==> src/rtl/vga_pkg.sv <==
// rtl/vga_pkg.sv - shared constants and types for the sprite ROM arbiter
package vga_pkg;

    localparam int NB_REQ  = 4;
    localparam int ROM_AW  = 12;
    localparam int ROM_DW  = 24;
    localparam int ROM_LAT = 2;
    localparam int ID_W    = $clog2(NB_REQ);

    typedef logic [ID_W-1:0] req_id_t;

    typedef struct packed {
        logic    valid;
        req_id_t id;
    } rom_tag_t;

    localparam req_id_t REQ_MAP  = req_id_t'(0);
    localparam req_id_t REQ_P1   = req_id_t'(1);
    localparam req_id_t REQ_P2   = req_id_t'(2);
    localparam req_id_t REQ_BOMB = req_id_t'(3);

    // Successor of a requester index, wrapping at NB_REQ (not necessarily a power of two).
    function automatic req_id_t next_id(input req_id_t id);
        return (int'(id) == NB_REQ - 1) ? '0 : id + 1'b1;
    endfunction

endpackage

==> src/rtl/rr_pick.sv <==
// rtl/rr_pick.sv - combinational round-robin picker starting the scan at ptr
module rr_pick
    import vga_pkg::*;
(
    input  logic [NB_REQ-1:0] req,
    input  req_id_t           ptr,
    output logic [NB_REQ-1:0] gnt,
    output req_id_t           winner,
    output logic              any
);

    int      slot;
    req_id_t cand;

    always_comb begin
        gnt    = '0;
        winner = '0;
        any    = 1'b0;
        slot   = 0;
        cand   = '0;
        for (int k = 0; k < NB_REQ; k++) begin
            slot = int'(ptr) + k;
            if (slot >= NB_REQ) slot = slot - NB_REQ;
            cand = req_id_t'(slot);
            if (!any && req[cand]) begin
                any    = 1'b1;
                winner = cand;
            end
        end
        if (any) gnt[winner] = 1'b1;
    end

endmodule

==> src/rtl/sprite_rom_arbiter.sv <==
// rtl/sprite_rom_arbiter.sv - round-robin sharing of one sprite ROM read port, tagged returns
module sprite_rom_arbiter
    import vga_pkg::*;
(
    input  logic                     clock_50,
    input  logic                     reset_n,
    input  logic                     flush,
    input  logic [NB_REQ-1:0]        req,
    input  logic [NB_REQ*ROM_AW-1:0] addr,
    output logic [NB_REQ-1:0]        gnt,
    output logic [NB_REQ-1:0]        rvalid,
    output logic [ROM_DW-1:0]        rdata,
    output logic                     rom_rd,
    output logic [ROM_AW-1:0]        rom_addr,
    input  logic [ROM_DW-1:0]        rom_q,
    output logic [2:0]               inflight
);

    req_id_t           ptr;
    req_id_t           winner;
    logic              any;
    logic              grant;
    logic [NB_REQ-1:0] pick_gnt;
    logic [ROM_AW-1:0] sel_addr;
    rom_tag_t          tags [ROM_LAT+1];
    rom_tag_t          ret_tag;

    rr_pick u_pick (
        .req    (req),
        .ptr    (ptr),
        .gnt    (pick_gnt),
        .winner (winner),
        .any    (any)
    );

    assign grant   = any && !flush;
    assign gnt     = (grant && reset_n) ? pick_gnt : '0;
    assign ret_tag = tags[ROM_LAT];

    always_comb begin
        sel_addr = '0;
        for (int i = 0; i < NB_REQ; i++) begin
            if (req_id_t'(i) == winner) sel_addr = addr[i*ROM_AW +: ROM_AW];
        end
    end

    // tags[k] is visible k+1 cycles after the grant; tags[ROM_LAT] lines up with rom_q.
    always_ff @(posedge clock_50 or negedge reset_n) begin
        if (!reset_n) begin
            ptr      <= '0;
            rom_rd   <= 1'b0;
            rom_addr <= '0;
            rvalid   <= '0;
            rdata    <= '0;
            inflight <= '0;
            for (int k = 0; k <= ROM_LAT; k++) tags[k] <= '0;
        end else begin
            rom_rd <= grant;
            if (grant) begin
                rom_addr <= sel_addr;
                ptr      <= next_id(winner);
            end

            rvalid <= '0;
            if (ret_tag.valid && !flush) begin
                rvalid[ret_tag.id] <= 1'b1;
                rdata              <= rom_q;
            end

            tags[0] <= '{valid: grant, id: winner};
            for (int k = 1; k <= ROM_LAT; k++) begin
                tags[k] <= flush ? rom_tag_t'('0) : tags[k-1];
            end

            // A read stops counting on the edge that raises its rvalid.
            if (flush) begin
                inflight <= '0;
            end else if (grant && !ret_tag.valid) begin
                inflight <= inflight + 3'd1;
            end else if (!grant && ret_tag.valid) begin
                inflight <= inflight - 3'd1;
            end
        end
    end

endmodule

==> config.mk <==
export PLATFORM = sky130hd
export DESIGN_NAME = sprite_rom_arbiter
export DESIGN_NICKNAME = d
export VERILOG_FILES = /design/src/rtl/vga_pkg.sv /design/src/rtl/rr_pick.sv /design/src/rtl/sprite_rom_arbiter.sv
export SDC_FILE = /design/constraint.sdc
export NUM_CORES = 1
export LEC_CHECK = 0
export ABC_AREA = 0
export ABC_CLOCK_PERIOD_IN_PS = 3700
export CORE_ASPECT_RATIO = 0.6
export CORE_MARGIN = 5
export CORE_UTILIZATION = 49
export CTS_BUF_LIST = sky130_fd_sc_hd__clkbuf_2 sky130_fd_sc_hd__clkbuf_4 sky130_fd_sc_hd__clkbuf_8
export DETAILED_ROUTE_END_ITERATION = 8
export DONT_BUFFER_PORTS = 1
export PLACE_DENSITY = 0.74
export RECOVER_POWER = 100
export SLEW_MARGIN = 20
export SYNTH_ARGS = -nofsm -noshare
export SYNTH_HDL_FRONTEND = slang
export SYNTH_SLANG_ARGS = --single-unit
==> constraint.sdc <==
create_clock -name clock_50 -period 3.7 [get_ports clock_50]
set_input_delay 0.37 -clock clock_50 [delete_from_list [all_inputs] [get_ports clock_50]]
set_output_delay 0.37 -clock clock_50 [all_outputs]
set_load 0.03 [all_outputs]
==> summary.md, run 1 <==
| Metric | Value |
|---|---|
| Final nets | `301` |
| Synth area leader | `dfrtp_1` |
| Main combinational cell family by area after synthesis | `compound AO/OA/AOI/OAI gates` |
| CORE AREA | `5150 µm²` |
| Cts-stage hold buffer count | `2` |
| Reg clk slew, reported paths | `0.10 ns` |
| WL/cell | `19.9 µm` |
| Synth Area in Compound Gates | `16.2%` |
| Io pins | `127` |
| Synth Cell Area | `2650 µm²` |
| Sequential-to-total area share from yosys stat | `51.0%` |
| GP Congestion | `0.777` |
| CTS tree | `yes` |
| DPL Wire Length | `4080 µm` |
| Yosys cell types | `35` |
| Crit start category | `input pin` |
| Tot GR Track Use | `16.4%` |
| P_leak | `1.20 nW` |
| Critical path launch point | `req[1]` |
| Final WS setup | `0.586 ns` |
| PortBufs | `0` |
| Yosys warns | `0` |
| CP arrival | `2.74 ns` |
| Setup violations, final | `0` |
| Post-synth EDFFs | `0` |
| Top FF cell, synth | `dfrtp_1` |
| First-pass GRT wire length | `9270 µm` |
| Height of the die | `66.9 µm` |
| Kind of critical path | `in -> out` |
| Clock tree buffer depth | `2` |
| Post-CTS resize count | `0` |
| Worst Tran Pin Value | `2.28 ns` |
| Placed cells | `274` |
| Synth top area share | `51.0%` |
| Most frequent cells in the layout | `54 x dfrtp_1, 25 x mux2_2, 14 x inv_1, 13 x a21oi_1` |
| Number of antenna diodes | `0` |
| CTS sink count | `54` |
| Synth Net Count | `308` |
| Post-synthesis adder-cell area fraction | `2.65%` |
| Hold slack | `0.127 ns` |
| Final hold vios | `0` |
| Clock Latency Late Sink | `0.30 ns` |
| Largest net degree at the start of global routing | `55` |
| DR iter-0 viols | `89` |
| First-pass iteration count of the detailed router | `4` |
| Maxcap violations | `2` |
| RSZ-0062 raised after global routing | `false` |
| Setup TNS | `0 ns` |
| Worst Path Required | `3.33 ns` |
| Non-Filler Instances | `284` |
| Mux cell area share after synthesis | `12.6%` |
| Synth top area cells | `dfrtp_1 51%, mux2_2 11%, a221o_1 4.5%` |
| Crit end category | `output pin` |
| Post-CTS Setup Bufs | `0` |
| Setup Skew | `0.00624 ns` |
| Avg Synthesized Cell Area | `11.8 µm²` |
| Failing checks | `max-capacitance violations, max-slew violations` |
| Simple-gate share of the synthesized area | `11.7%` |
| Max FO, Critical Path | `25` |
| Final Cycle Share | `84.2%` |
| Total CTS buffers | `5` |
| Critical hold path startpoint | `flush` |
| Tmin final | `3.11 ns` |
| CTS HTree Levels | `2` |
| Cells after synthesis | `224` |
| Hold WC Path Type | `in -> reg` |
| # DRC | `0` |
| Slew Viols, Final | `84` |
| Layout cells sized above 1 | `17.4%` |
| Area grow syn2layout | `4.77%` |
| Site Rows | `20` |
| Vias | `1,705` |
| Root Buffer | `clkbuf_8` |
| Post-layout power | `2.06 mW` |
| Commonest non-fill, non-tap cell in the layout | `dfrtp_1` |
| Peak supply drop | `0.000333 V` |
| Final Routed Wirelength | `5650 µm` |
| Initial antenna violation count | `0` |
| FF-to-FF path depth | `7` |
| FF-to-FF Start | `ptr[1]` |
| Post-Synth XOR/XNOR Area | `0.614%` |
| Vias in the first global route | `1,865` |
| FFs w/ async S/R, synth | `100%` |
| Max_slew headroom | `-52.1%` |
| FMAX | `0.321 GHz` |
| Run status | `complete, but fails checks` |
| Hold Path Stages | `1` |
| Worst slack, placed | `1.04 ns` |
| Power Density | `742 nW/µm²` |
| Die area | `7020 µm²` |
| Grt ovf | `0` |
| Post-DRT Antenna Nets | `0` |
| Via density | `6.00` |
| Die W | `105 µm` |
| Yosys reg bits | `54` |
| Initial core utilization | `51.4%` |
-- synth_stat cells (all sizes together), types with 3 or more instances --
cell type,number
a211oi,12
a21oi,13
a221o,12
a2bb2oi,12
and3,5
buf,8
clkbuf,10
dfrtp,54
ha,4
inv,14
mux2,28
nand2b,3
nand3b,12
nor2,10
nor2b,9
-- per-stage QoR --
step,util (%),instance area [µm²]
5_1_grt,53.8,2770
3_3_place_gp,51.6,2660
6_report,53.8,2770
2_1_floorplan,-,2650
4_1_cts,54.7,2820
3_5_place_dp,51.7,2670
-- state kept, by name, summed over array words and instances (netlist names) --
name and flops:
inflight 3, ptr 2, rom_addr 12, rvalid 4, tags 6, rdata 24
ret_tag 3
-- metal layers --
metal | global-route usage (%) | up-vias | part of all wire [%]
met4 | 3.67 | 0 | 0.67
li1 | - | 803 | -
met1 | 21.8 | 839 | 44
met3 | 5.91 | 4 | 7.2
met2 | 25.7 | 59 | 48
met5 | 0 | - | 0
-- worst max-delay path, cell delays in order --
cell and delay (ns):
nor4_1 0.97, buf_4 0.38, nor3_1 0.12, ha_1 0.21
clkbuf_2 0.32, and3_1 0.37
-- cell families (layout without fill, tap and decap cells) --
family,after synthesis,after routing
muxes,29,29
DFF,54,54
buffers and inverters,32,26
xor gates and xnor gates,1,1
AOI/OAI and AO/OA,54,54
and+or+nand+nor,49,49
adders and majority gates,5,5
-- area by class of cell --
class / count / area, µm²
Clock inverter: 2 / 37.5
Timing Repair Buffer: 4 / 35.0
Tap cell: 66 / 82.6
Sequential cell: 54 / 1350
Multi-Input combinational cell: 138 / 1140
Fill cell: 465 / 2380
Inverter: 14 / 52.6
Clock buffer: 6 / 76.3
-- power by group --
group,switching (mW),internal (mW)
clock network,0.184,0.209
logic,0.267,0.284
registers,0.375,0.739
-- worst paths after layout --
| check | end | slack, ns |
|---|---|---|
| worst max-delay path | gnt[3] | 0.59 |
| worst min register to register | ret_tag[1] | 0.47 |
| max in group asynchronous | rdata[11] | 0.99 |
| worst min-delay path | ret_tag[2] | 0.13 |
| worst max register to register | rom_addr[0] | 0.99 |
| min in group asynchronous | inflight[1] | 1.40 |
(Power assumes the default switching activity.)
==> inputs of run 2 (changes only) <==
ABC_CLOCK_PERIOD_IN_PS = 2700   (was 3700)
PLACE_DENSITY = 0.76   (was 0.74)
clock period = 2.7 ns   (was 3.7 ns; I/O delays follow)
==> run 2 against run 1 <==
Net effect:
- the flow now finishes without violations
- clock-buffer cell count shrank 1
- worst setup slack got worse by 0.43 ns
- clock skew is 0.0024 ns lower
==> summary.md, run 2 (synthesized netlist as in run 1, its figures left out) <==
| Metric | Value |
|---|---|
| Placed cells | `277` |
| Power Density | `1010 nW/µm²` |
| First-pass iteration count of the detailed router | `4` |
| CTS tree | `yes` |
| Root Buffer | `clkbuf_8` |
| # DRC | `0` |
| Most frequent cells in the layout | `54 x dfrtp_1, 25 x mux2_2, 14 x inv_1, 13 x a21oi_1` |
| Peak supply drop | `0.000571 V` |
| Final WS setup | `0.160 ns` |
| CORE AREA | `5150 µm²` |
| Max_slew headroom | `10.3%` |
| Post-layout power | `2.87 mW` |
| Kind of critical path | `reg -> out` |
| Clk pwr share | `19.1%` |
| Final Routed Wirelength | `5910 µm` |
| Post-layout util | `55.0%` |
| DPL Wire Length | `4160 µm` |
| Reg-to-reg slack, setup | `0.45 ns` |
| Maxcap violations | `0` |
| Via density | `6.09` |
| Critical path launch point | `ptr[1]` |
| Placed Instance Area | `2680 µm²` |
| Die area | `7020 µm²` |
| Total CTS buffers | `5` |
| Vias in the first global route | `1,771` |
| Tot GR Track Use | `16.4%` |
| Worst Path Required | `2.43 ns` |
| Setup violations, final | `0` |
| Site Rows | `20` |
| Sequential group share of total power | `53.2%` |
| Max FO, Critical Path | `25` |
| Slew Viols, Final | `0` |
| Crit start category | `register` |
| Die W | `105 µm` |
| Initial antenna violation count | `0` |
| Vias | `1,754` |
| RSZ-0062 raised after global routing | `false` |
| WL/cell | `20.5 µm` |
| GP Congestion | `0.775` |
| Max reg flops | `24` |
| Worst Tran Pin Value | `1.35 ns` |
| Cell area after layout | `2830 µm²` |
| Biggest register | `rdata` |
| Final Cycle Share | `94.1%` |
| Run status | `complete, no violations` |
| Layout cells sized above 1 | `20.7%` |
| FF-to-FF Start | `ptr[1]` |
| Clock Latency Late Sink | `0.30 ns` |
| Height of the die | `66.9 µm` |
| FMAX | `0.394 GHz` |
| Hold Path Stages | `1` |
| Switch share | `40.5%` |
| Area grow syn2layout | `7.04%` |
| Hold WC Path Type | `in -> reg` |
| Tmin final | `2.54 ns` |
| Internal power | `1.71 mW` |
| Hold Path End | `tags[3]` |
| Non-Filler Instances | `288` |
| # fillers | `452` |
| Number of antenna diodes | `0` |
| Io pins | `127` |
| P_leak | `1.21 nW` |
| Top flop regs | `rdata (24), rom_addr (12), tags (6)` |
| Reg clk slew, reported paths | `0.10 ns` |
| Worst R2R End | `rom_addr[10]` |
| Crit end category | `output pin` |
| Setup Skew | `0.00388 ns` |
| Final hold vios | `0` |
| CTS sink count | `54` |
| CP arrival | `2.27 ns` |
| Initial core utilization | `51.4%` |
| Setup TNS | `0 ns` |
| FF-to-FF path depth | `8` |
| Worst slack, placed | `0.215 ns` |
| CTS HTree Levels | `2` |
| Switching Power | `1.16 mW` |
| Largest net degree at the start of global routing | `55` |
| Critical hold path startpoint | `flush` |
| Commonest non-fill, non-tap cell in the layout | `dfrtp_1` |
| First-pass GRT wire length | `9090 µm` |
| Final nets | `305` |
| PortBufs | `0` |
| Hold slack | `0.0326 ns` |
| Logic pwr share | `27.7%` |
| Post-CTS Setup Bufs | `0` |
| Grt ovf | `0` |
| Post-DRT Antenna Nets | `0` |
| Clock tree buffer depth | `2` |
| DR iter-0 viols | `68` |
==> run 2: final cells by class <==
cell class,count,area [µm²],share of cell area (%)
clock inverters,3,47.5,1.68
repair buffers,8,56.3,1.99
clock buffers,5,68.8,2.43
well taps,66,82.6,2.91
flip-flops and latches,54,1350,47.7
inverters,14,52.6,1.85
multi-input cells,138,1170,41.5
==> run 2: layer usage <==
| metal | up-vias | track usage, % | share of wire, % | routed length, µm |
|---|---|---|---|---|
| met4 | 0 | 3.99 | 0.39 | 23 |
| met5 | - | 0 | 0 | 0 |
| met2 | 76 | 24.6 | 45 | 2670 |
| met3 | 2 | 9.00 | 11 | 675 |
| li1 | 806 | - | - | - |
| met1 | 870 | 20.6 | 43 | 2540 |
==> run 2: how the worst max path moves through the flow <==
stage,endpoint,slack (ns),depth (start not counted)
2_1_floorplan,gnt[3],0.29,7
3_3_place_gp,gnt[2],0.30,6
3_5_place_dp,gnt[2],0.21,6
4_1_cts,gnt[1],0.05,6
5_1_grt,gnt[0],0.04,5
6_report,gnt[2],0.16,6
==> run 2: what timing repair did <==
| action | in CTS | in global routing |
|---|---|---|
| gates resized for setup | 1 | 4 |
| setup endpoints to repair | 1 | 3 |
| hold endpoints to repair | 54 | 2 |
| hold buffers | 2 | 1 |
==> run 2: power groups by stage <==
stage | Clock, mW | Sequential (mW) | Combinational [mW]
2_1_floorplan | 0 | 1.49 | 0.652
3_3_place_gp | 0 | 1.55 | 0.734
3_5_place_dp | 0 | 1.55 | 0.754
4_1_cts | 0.562 | 1.53 | 0.784
5_1_grt | 0.613 | 1.56 | 0.877
6_report | 0.547 | 1.53 | 0.795
==> run 2: worst max-delay path: stages (launching register included) <==
cell	delay (ns)
dfrtp_1	0.43
nand2b_1	0.17
a32o_1	0.30
or3_1	0.45
ha_4	0.28
and3_1	0.17
buf_2	0.17
==> inputs of run 3 (changes only) <==
RECOVER_POWER = 25   (was 100)
SLEW_MARGIN = 30   (was 20)
==> run 3 against run 2 <==
Net effect:
- core utilization is 0.24 points higher
- non-clock buffer count stayed put
- via count is 2.0% higher
- highest routed layer unchanged
- combinational power is 0.5% higher
- critical path depth stayed put
- worst setup slack better by 0.0018 ns
- largest power group unchanged
==> summary.md, run 3 (synthesized netlist as in run 1, its figures left out) <==
| Metric | Value |
|---|---|
| Run status | `complete, no violations` |
| DR iter-0 viols | `66` |
| Final Routed Wirelength | `5900 µm` |
| Met3 WL | `714 µm` |
| Initial antenna violation count | `0` |
| Tmin final | `2.54 ns` |
| Height of the die | `66.9 µm` |
| Setup violations, final | `0` |
| Uppermost layer routed | `met4` |
| Storage element area | `1350 µm²` |
| Top Family by Delay on Critical Path | `simple AND/OR/NAND/NOR gates` |
| Post-layout util | `55.2%` |
| Final nets | `305` |
| Max FO, Critical Path | `25` |
| Layout cells sized above 1 | `22.1%` |
| Largest net degree at the start of global routing | `55` |
| Max reg flops | `24` |
| Crit-path slowest cell | `or3_1` |
| Crit end category | `output pin` |
| Switch share | `40.4%` |
| CTS sink count | `54` |
| Peak supply drop | `0.000570 V` |
| Root Buffer | `clkbuf_8` |
| Power Density | `1010 nW/µm²` |
| Area grow syn2layout | `7.51%` |
| Clock Latency Late Sink | `0.30 ns` |
| Kind of critical path | `reg -> out` |
| Grt ovf | `0` |
| # DRC | `0` |
| Critical hold path startpoint | `flush` |
| First-pass iteration count of the detailed router | `4` |
| Area occupied by multi-input gates | `1180 µm²` |
| Via density | `6.21` |
| Site Rows | `20` |
| Most frequent cells in the layout | `54 x dfrtp_1, 25 x mux2_2, 14 x inv_1, 13 x a21oi_1` |
| CP arrival | `2.27 ns` |
| Slew Viols, Final | `0` |
| Vias | `1,789` |
| Biggest register | `rdata` |
| Logic pwr share | `27.8%` |
| Switching Power | `1.16 mW` |
| Setup TNS | `0 ns` |
| Final Cycle Share | `94.0%` |
| Maxcap violations | `0` |
| Worst Path Required | `2.43 ns` |
| Internal power | `1.71 mW` |
| GP Congestion | `0.775` |
| CORE AREA | `5150 µm²` |
| CTS HTree Levels | `2` |
| Top flop regs | `rdata (24), rom_addr (12), tags (6)` |
| Vias in the first global route | `1,771` |
| Die area | `7020 µm²` |
| Clk pwr share | `19.0%` |
| Crit start category | `register` |
| Number of antenna diodes | `0` |
| Setup Skew | `0.00385 ns` |
| Commonest non-fill, non-tap cell in the layout | `dfrtp_1` |
| Reg-to-reg slack, setup | `0.46 ns` |
| Io pins | `127` |
| CP max stage delay | `0.46 ns` |
| Max_slew headroom | `12.2%` |
| PortBufs | `0` |
| Post-DRT Antenna Nets | `0` |
| Critical path launch point | `ptr[1]` |
| FF-to-FF Start | `ptr[1]` |
| Wl on met1 | `2480 µm` |
| P_leak | `1.22 nW` |
| Initial core utilization | `51.4%` |
| Final hold vios | `0` |
| # fillers | `451` |
| Tot GR Track Use | `16.4%` |
| Hold slack | `0.0329 ns` |
| Die W | `105 µm` |
| Worst Tran Pin Value | `1.32 ns` |
| CTS tree | `yes` |
| WL/cell | `20.5 µm` |
| DPL Wire Length | `4160 µm` |
| Met2 wire len | `2680 µm` |
| Clock tree buffer depth | `2` |
| Crit path cell chain | `nand2b_1, a32o_1, or3_1, ha_4, and3_1, buf_4` |
| Total CTS buffers | `5` |
| Reg clk slew, reported paths | `0.10 ns` |
| Hold WC Path Type | `in -> reg` |
| RSZ-0062 raised after global routing | `false` |
| First-pass GRT wire length | `9090 µm` |
| FMAX | `0.394 GHz` |
| Sequential group share of total power | `53.2%` |
| CP bufs+invs | `1` |
-- run 3: cell types whose count changed in the layout (fill, tap and decap cells not counted), sizes merged --
cell	delta
buf	+1
clkbuf	-1
-- run 3: stage by stage --
| stage | instances | power (mW) | setup WS (ns) | cell area [µm²] |
|---|---|---|---|---|
| 3_3_place_gp | 277 | 2.28 | 0.296 | 2680 |
| 2_1_floorplan | 224 | 2.14 | 0.286 | 2650 |
| 5_1_grt | 288 | 3.06 | 0.0449 | 2850 |
| 3_5_place_dp | 277 | 2.30 | 0.215 | 2680 |
| 6_report | 288 | 2.87 | 0.162 | 2850 |
| 4_1_cts | 287 | 2.88 | 0.0465 | 2840 |
-- run 3: metal layers --
metal,vias to the layer above,GRT usage (%)
met4,0,3.99
met1,894,20.6
met3,2,9.00
li1,810,-
met2,83,24.6
met5,-,0
-- run 3: timing repair --
item | CTS | global route
buffers inserted | 0 | 0
hold buffers | 2 | 1
setup endpoints to repair | 1 | 3
endpoints found under the hold margin | 54 | 2
gates resized for setup | 1 | 4
-- run 3: worst paths after layout --
check,cells past startpoint,endpoint
min in group asynchronous,2,rdata[16]
hold reg to reg,1,rvalid[1]
hold / removal,1,tags[3]
setup reg to reg,6,rom_addr[10]
max in group asynchronous,2,rdata[2]
setup / recovery,6,gnt[2]
-- run 3: layout make-up --
class                      instances  area share [%]
clock inverter                     3            1.67
clock buffer                       5            2.42
tap                               66            2.90
inverter                          14            1.85
sequential                        54            47.5
multi-input combinational        138            41.5
timing repair buffer               8            2.20
-- run 3: power by group through the flow --
| stage | clock network, mW | registers (mW) | logic, mW |
|---|---|---|---|
| 2_1_floorplan | 0 | 1.49 | 0.652 |
| 3_3_place_gp | 0 | 1.55 | 0.734 |
| 3_5_place_dp | 0 | 1.55 | 0.754 |
| 4_1_cts | 0.562 | 1.53 | 0.784 |
| 5_1_grt | 0.613 | 1.56 | 0.882 |
| 6_report | 0.547 | 1.53 | 0.799 |
-- run 3: worst register-to-register path, delay by kind of cell, from the launching register on --
family,cells,cell delay [ns]
DFF,1,0.42
AOI/OAI and AO/OA,3,0.84
and+or+nand+nor,2,0.63
adders and majority gates,1,0.28
==> variant 1: new RTL, settings of run 2 <==
`ROM_DW`: 24 -> 36.
--- a/src/rtl/vga_pkg.sv
+++ b/src/rtl/vga_pkg.sv
@@ -4,5 +4,5 @@
     localparam int NB_REQ  = 4;
     localparam int ROM_AW  = 12;
-    localparam int ROM_DW  = 24;
+    localparam int ROM_DW  = 36;
     localparam int ROM_LAT = 2;
     localparam int ID_W    = $clog2(NB_REQ);
Interface: changed (resized rdata and rom_q); port bits go from 127 to 151. The function was not compared with the original's and may differ.
==> variant 1 against run 2 <==
Largest power group unchanged; setup slack better by 0.047 ns; clock skew is 0.0020 ns higher; synthesized cell count is 11% higher; synthesized area is 15% higher; the run now ends with capacitance limit, slew limit left; final area is 17% higher; critical path type unchanged; hold slack better by 0.047 ns; sequential cell count is 12 higher; wire length is 20% higher; power is 18% higher; maximum frequency is 1.9% higher.
==> variant 1: results (changes against run 2) <==
stage	metric	value	unit	change
run_status	status	complete, but fails checks		
run_status	violations	capacitance limit, slew limit		
clock_tree	numCtsBuffers	9		+4
clock_tree	ctsHtreeMaxLevel	3		+1
route	num_vias	1963		+12%
placed_design	place.gp.congestion	0.837		+8.1%
synthesis	synth_fp_nets	344		+12%
worst_setup_path	r2r_setup_slack	0.44	ns	
grt	grt_pass1_vias	2090		+18%
power_and_ir_drop	peakVddDrop	0.000480	V	-16%
route	wl_per_cell	21.1	microns	+2.8%
hold_path	hp-start	rom_q[9]		
grt	gr-usage-all-layers	0.187		+0.0229
worst_setup_path	endpoint	gnt[1]		
clock_tree	clk_pin_slew	0.07	ns	-0.03 ns
final_layout	fillCellCount	510		+13%
placed_design	post-place-cells	318		+15%
synthesis	postSynthAreaPerCell	12.3	sq um	+4.1%
synthesis	synth_top_cell_by_area	dfrtp_1		
grt	grt_max_degree	67		+22%
synthesis	synthTopCellsByArea	dfrtp_1, mux2_2, a221o_1		
worst_setup_path	crit_path_start	ptr[1]$_DFFE_PN0N_		
job	drv_cap	1		+1
synthesis	synth.area.mux_share	0.154		+0.0285
hold_path	whs_endpoint	rdata[9]$_DFFE_PN0P_		
synthesis	ys_seq_area_frac	0.541		+0.0310
synthesis	synth_fa_ha_area_frac	0.0230		-0.00350
synthesis	synth_compound_area_frac	0.141		-0.0209
synthesis	ys_async_sr_fraction	1.00		unchanged
grt	grt_pass1_wl	11500	microns	+26%
worst_setup_path	regToRegEndpoint	rom_addr[7]$_DFFE_PN0N_		
timing	fin_skew	0.00583	ns	+0.00195 ns
synthesis	synth_xor_area_frac	0.00287		-0.00327
clock_tree	insertion_delay	0.33	ns	+0.03 ns
route	drtIter0Drc	111		+63%
power_and_ir_drop	power.leakage	0.00145	uW	+19%
power_and_ir_drop	p_sw_frac	0.388		-0.0174
timing	drv_slew	67		+67
final_layout	layout-drive-gt1-share	0.253		+0.0458
synthesis	synth_commonest_cells	dfrtp_1, mux2_2, inv_1, a2bb2oi_1, clkbuf_1		
worst_setup_path	crit_fanout	25		unchanged
clock_tree	cts_buffer_depth	2		unchanged
timing	worst_pin_slew	1.58	ns	+0.230 ns
timing	worst_hold_slack	0.0792	ns	+0.0465 ns
route	drt-total-wl	7100	microns	+20%
placed_design	dpl.hpwl	5170	microns	+24%
worst_setup_path	reg2reg_depth	7		-1
worst_setup_path	cp.arrival	2.22	ns	-0.05 ns
synthesis	synth_cell_types	31		-11%
final_layout	largestRegisters	rdata (36), rom_addr (12), tags (6)		
variant 1: cell types whose count changed in the layout (fill, tap and decap cells not counted), moves of 2 or more:
cell,before,now
and2_0,2,0
clkinv_2,0,3
and2_1,0,2
mux2_1,2,0
dfrtp_1,54,66
mux2_2,25,40
clkbuf_8,5,11
variant 1: through the flow:
stage                     setup WS, ns  instance area (sq um)
after global routing            0.0501                   3330
after detailed placement         0.300                   3120
after global placement           0.436                   3120
final                            0.208                   3330
after floorplan                  0.473                   3050
after CTS                        0.203                   3380
variant 1: layout make-up:
type                       count  share of cell area
clock inverter                 5              0.0158
clock buffer                  11              0.0455
multi-input combinational    149               0.379
inverter                      15              0.0169
timing repair buffer           7              0.0147
tap                           84              0.0316
sequential                    66               0.496
variant 1: power by group through the flow:
stage               Combinational [uW]  Clock [uW]  Sequential (uW)
floorplan                          601           0             1780
global placement                   678           0             1850
detailed placement                 710           0             1850
CTS                                744         858             1830
global route                       817         917             1850
finish                             737         830             1830
variant 1: critical path, stage by stage, from the launching register on:
cell and delay (ns):
dfrtp_1 0.43, mux2i_1 0.14, a2bb2oi_1 0.24, and2_1 0.23, ha_2 0.43, and3_1 0.42
variant 1: routing by layer:
metal,vias up,GRT usage,share of wire
met2,71,0.281,0.49
li1,896,-,-
met5,-,0,0
met3,8,0.0709,0.070
met4,0,0.0796,0.012
met1,988,0.243,0.43
variant 1: repair_timing:
action                                  CTS  global route
gates resized for setup                   2             0
hold buffers                              3             0
endpoints found under the setup margin    2             0
hold endpoints to repair                 72             0
==> variant 2: new RTL, settings of run 2 <==
Without the edit above. Reset style: synchronous (`reset_n`), changed in one clocked block.
--- a/src/rtl/sprite_rom_arbiter.sv
+++ b/src/rtl/sprite_rom_arbiter.sv
@@ -46,5 +46,5 @@
 
     // tags[k] is visible k+1 cycles after the grant; tags[ROM_LAT] lines up with rom_q.
-    always_ff @(posedge clock_50 or negedge reset_n) begin
+    always_ff @(posedge clock_50) begin
         if (!reset_n) begin
             ptr      <= '0;
Formal check against the unedited RTL: differs if reset_n is asserted again (counterexample within 4 cycles, from zero or initial values and one cycle with reset_n low); with reset_n held inactive, the same outputs for 10 cycles.
==> variant 2 against run 2 <==
Via count increased by 19%; final cell count increased by 23%; setup slack improved by 0.0028 ns; synthesized area decreased by 6.8%; first-iteration DRC count increased by 46%; final area decreased by 8.4%; sequential cell count unchanged; wire length increased by 7.3%; global-route usage increased by 3.2 points; critical endpoint unchanged; highest routed layer unchanged.
Power is not compared: it rests on default switching activity, and its combinational part moved more than twofold at a synthesized area within 25%.
==> variant 2: results (changes against run 2) <==
stage	metric	value	unit	change
run_status	status	complete, no violations		
worst_setup_path	r2r_setup_slack	0.37	ns	-0.08 ns
clock_tree	cts_buffer_depth	2		unchanged
clock_tree	cts_root_buf	clkbuf_8		
placed_design	placed_area	0.00248	sq mm	-7.6%
placed_design	place.gp.congestion	0.856		+11%
final_layout	layout-drive-gt1-share	0.0732		-0.134
route	drtIter0Drc	99		+46%
synthesis	synthFlopType	dfxtp_1		
hold_path	min_path_cells	2		+1
placed_design	dpl.hpwl	4710	microns	+13%
hold_path	hp-start	rom_q[4]		
grt	gr-usage-all-layers	0.196		+0.0324
hold_path	whs_endpoint	rdata[4]$_SDFFE_PN0P_		
timing	relSlewSlack	0.421		+0.318
worst_setup_path	reg2reg_from	ptr[1]$_SDFFE_PN0N_		
synthesis	synth_xor_area_frac	0.00710		+0.000952
route	drtPass1Iterations	5		+1
grt	grt_pass1_wl	10300	microns	+14%
synthesis	synth_commonest_cells	nand2_1, dfxtp_1, a21oi_1, clkbuf_1, inv_1		
timing	worst_hold_slack	0.0864	ns	+0.0537 ns
synthesis	synth.area.mux_share	0.00811		-0.118
synthesis	synth_cell_types	36		+2.9%
grt	grt_pass1_vias	2035		+15%
worst_setup_path	regToRegEndpoint	rom_addr[0]$_SDFFE_PN0N_		
worst_setup_path	crit_fanout	25		unchanged
synthesis	postSynthAreaPerCell	8.26	sq um	-30%
final_layout	stdcell_count	353		+23%
grt	grt_max_degree	27		-51%
synthesis	ys_async_sr_fraction	0		-1.00
route	num_vias	2083		+19%
route	wl_per_cell	18.0	microns	-12%
clock_tree	clk_pin_slew	0.10	ns	about the same
final_layout	fin_nets	371		+22%
synthesis	synth_fa_ha_area_frac	0.0335		+0.00699
synthesis	synthTopCellsByArea	dfxtp_1, nand2_1, a21oi_1		
synthesis	synth_compound_area_frac	0.209		+0.0472
grt	grt_antenna_before_repair	0		unchanged
placed_design	pre_cts_ws	0.264	ns	+0.0492 ns
final_layout	largestRegisters	rdata (24), rom_addr (12), tags (8)		
synthesis	ys_seq_area_frac	0.438		-0.0725
timing	fin_skew	0.00879	ns	+0.00491 ns
synthesis	synth_fp_nets	384		+25%
hold_path	hold_path_class	primary input to flip-flop		
synthesis	yosysWarnings	0		unchanged
variant 2: power by group:
group / internal, uW / leakage (uW) / switching, uW
Clock: 305 / 0.0000618 / 266
Combinational: 111 / 0.000468 / 143
Sequential: 828 / 0.000440 / 74.8
variant 2: area by class of cell:
| class | count | area [sq um] |
|---|---|---|
| multi-input combinational | 202 | 1200 |
| fill | 485 | 2380 |
| sequential | 54 | 1080 |
| clock buffer | 6 | 82.6 |
| inverter | 18 | 68.8 |
| timing repair buffer | 5 | 37.5 |
| clock inverter | 2 | 38.8 |
| tap | 66 | 82.6 |
variant 2: logic make-up after synthesis:
group,count (synthesis)
and+or+nand+nor,117
DFF,54
xor gates and xnor gates,2
buffers and inverters,43
muxes,2
AOI/OAI and AO/OA,75
adders and majority gates,6
variant 2: worst max path at each step:
stage | startpoint | end | slack, ns | depth (start not counted)
floorplan | ptr[1]$_SDFFE_PN0N_ | gnt[2] | 0.43 | 8
global placement | ptr[1]$_SDFFE_PN0N_ | gnt[2] | 0.35 | 5
detailed placement | ptr[1]$_SDFFE_PN0N_ | rom_addr[6]$_SDFFE_PN0N_ | 0.26 | 7
CTS | ptr[1]$_SDFFE_PN0N_ | gnt[0] | 0.16 | 5
global route | ptr[1]$_SDFFE_PN0N_ | gnt[2] | 0.0009 | 5
finish | ptr[1]$_SDFFE_PN0N_ | gnt[2] | 0.16 | 5
variant 2: worst max-delay path, cell delays in order, from the launching register on:
cell	delay (ns)
dfxtp_1	0.48
mux2i_1	0.12
o22ai_1	0.29
or2_2	0.20
ha_2	0.46
and3_1	0.42
variant 2: per-layer routing:
layer,wire length [microns],GRT usage,part of all wire
met4,75,0.0564,0.012
met5,0,0,0
met1,2870,0.276,0.45
met3,605,0.0645,0.095
met2,2790,0.285,0.44
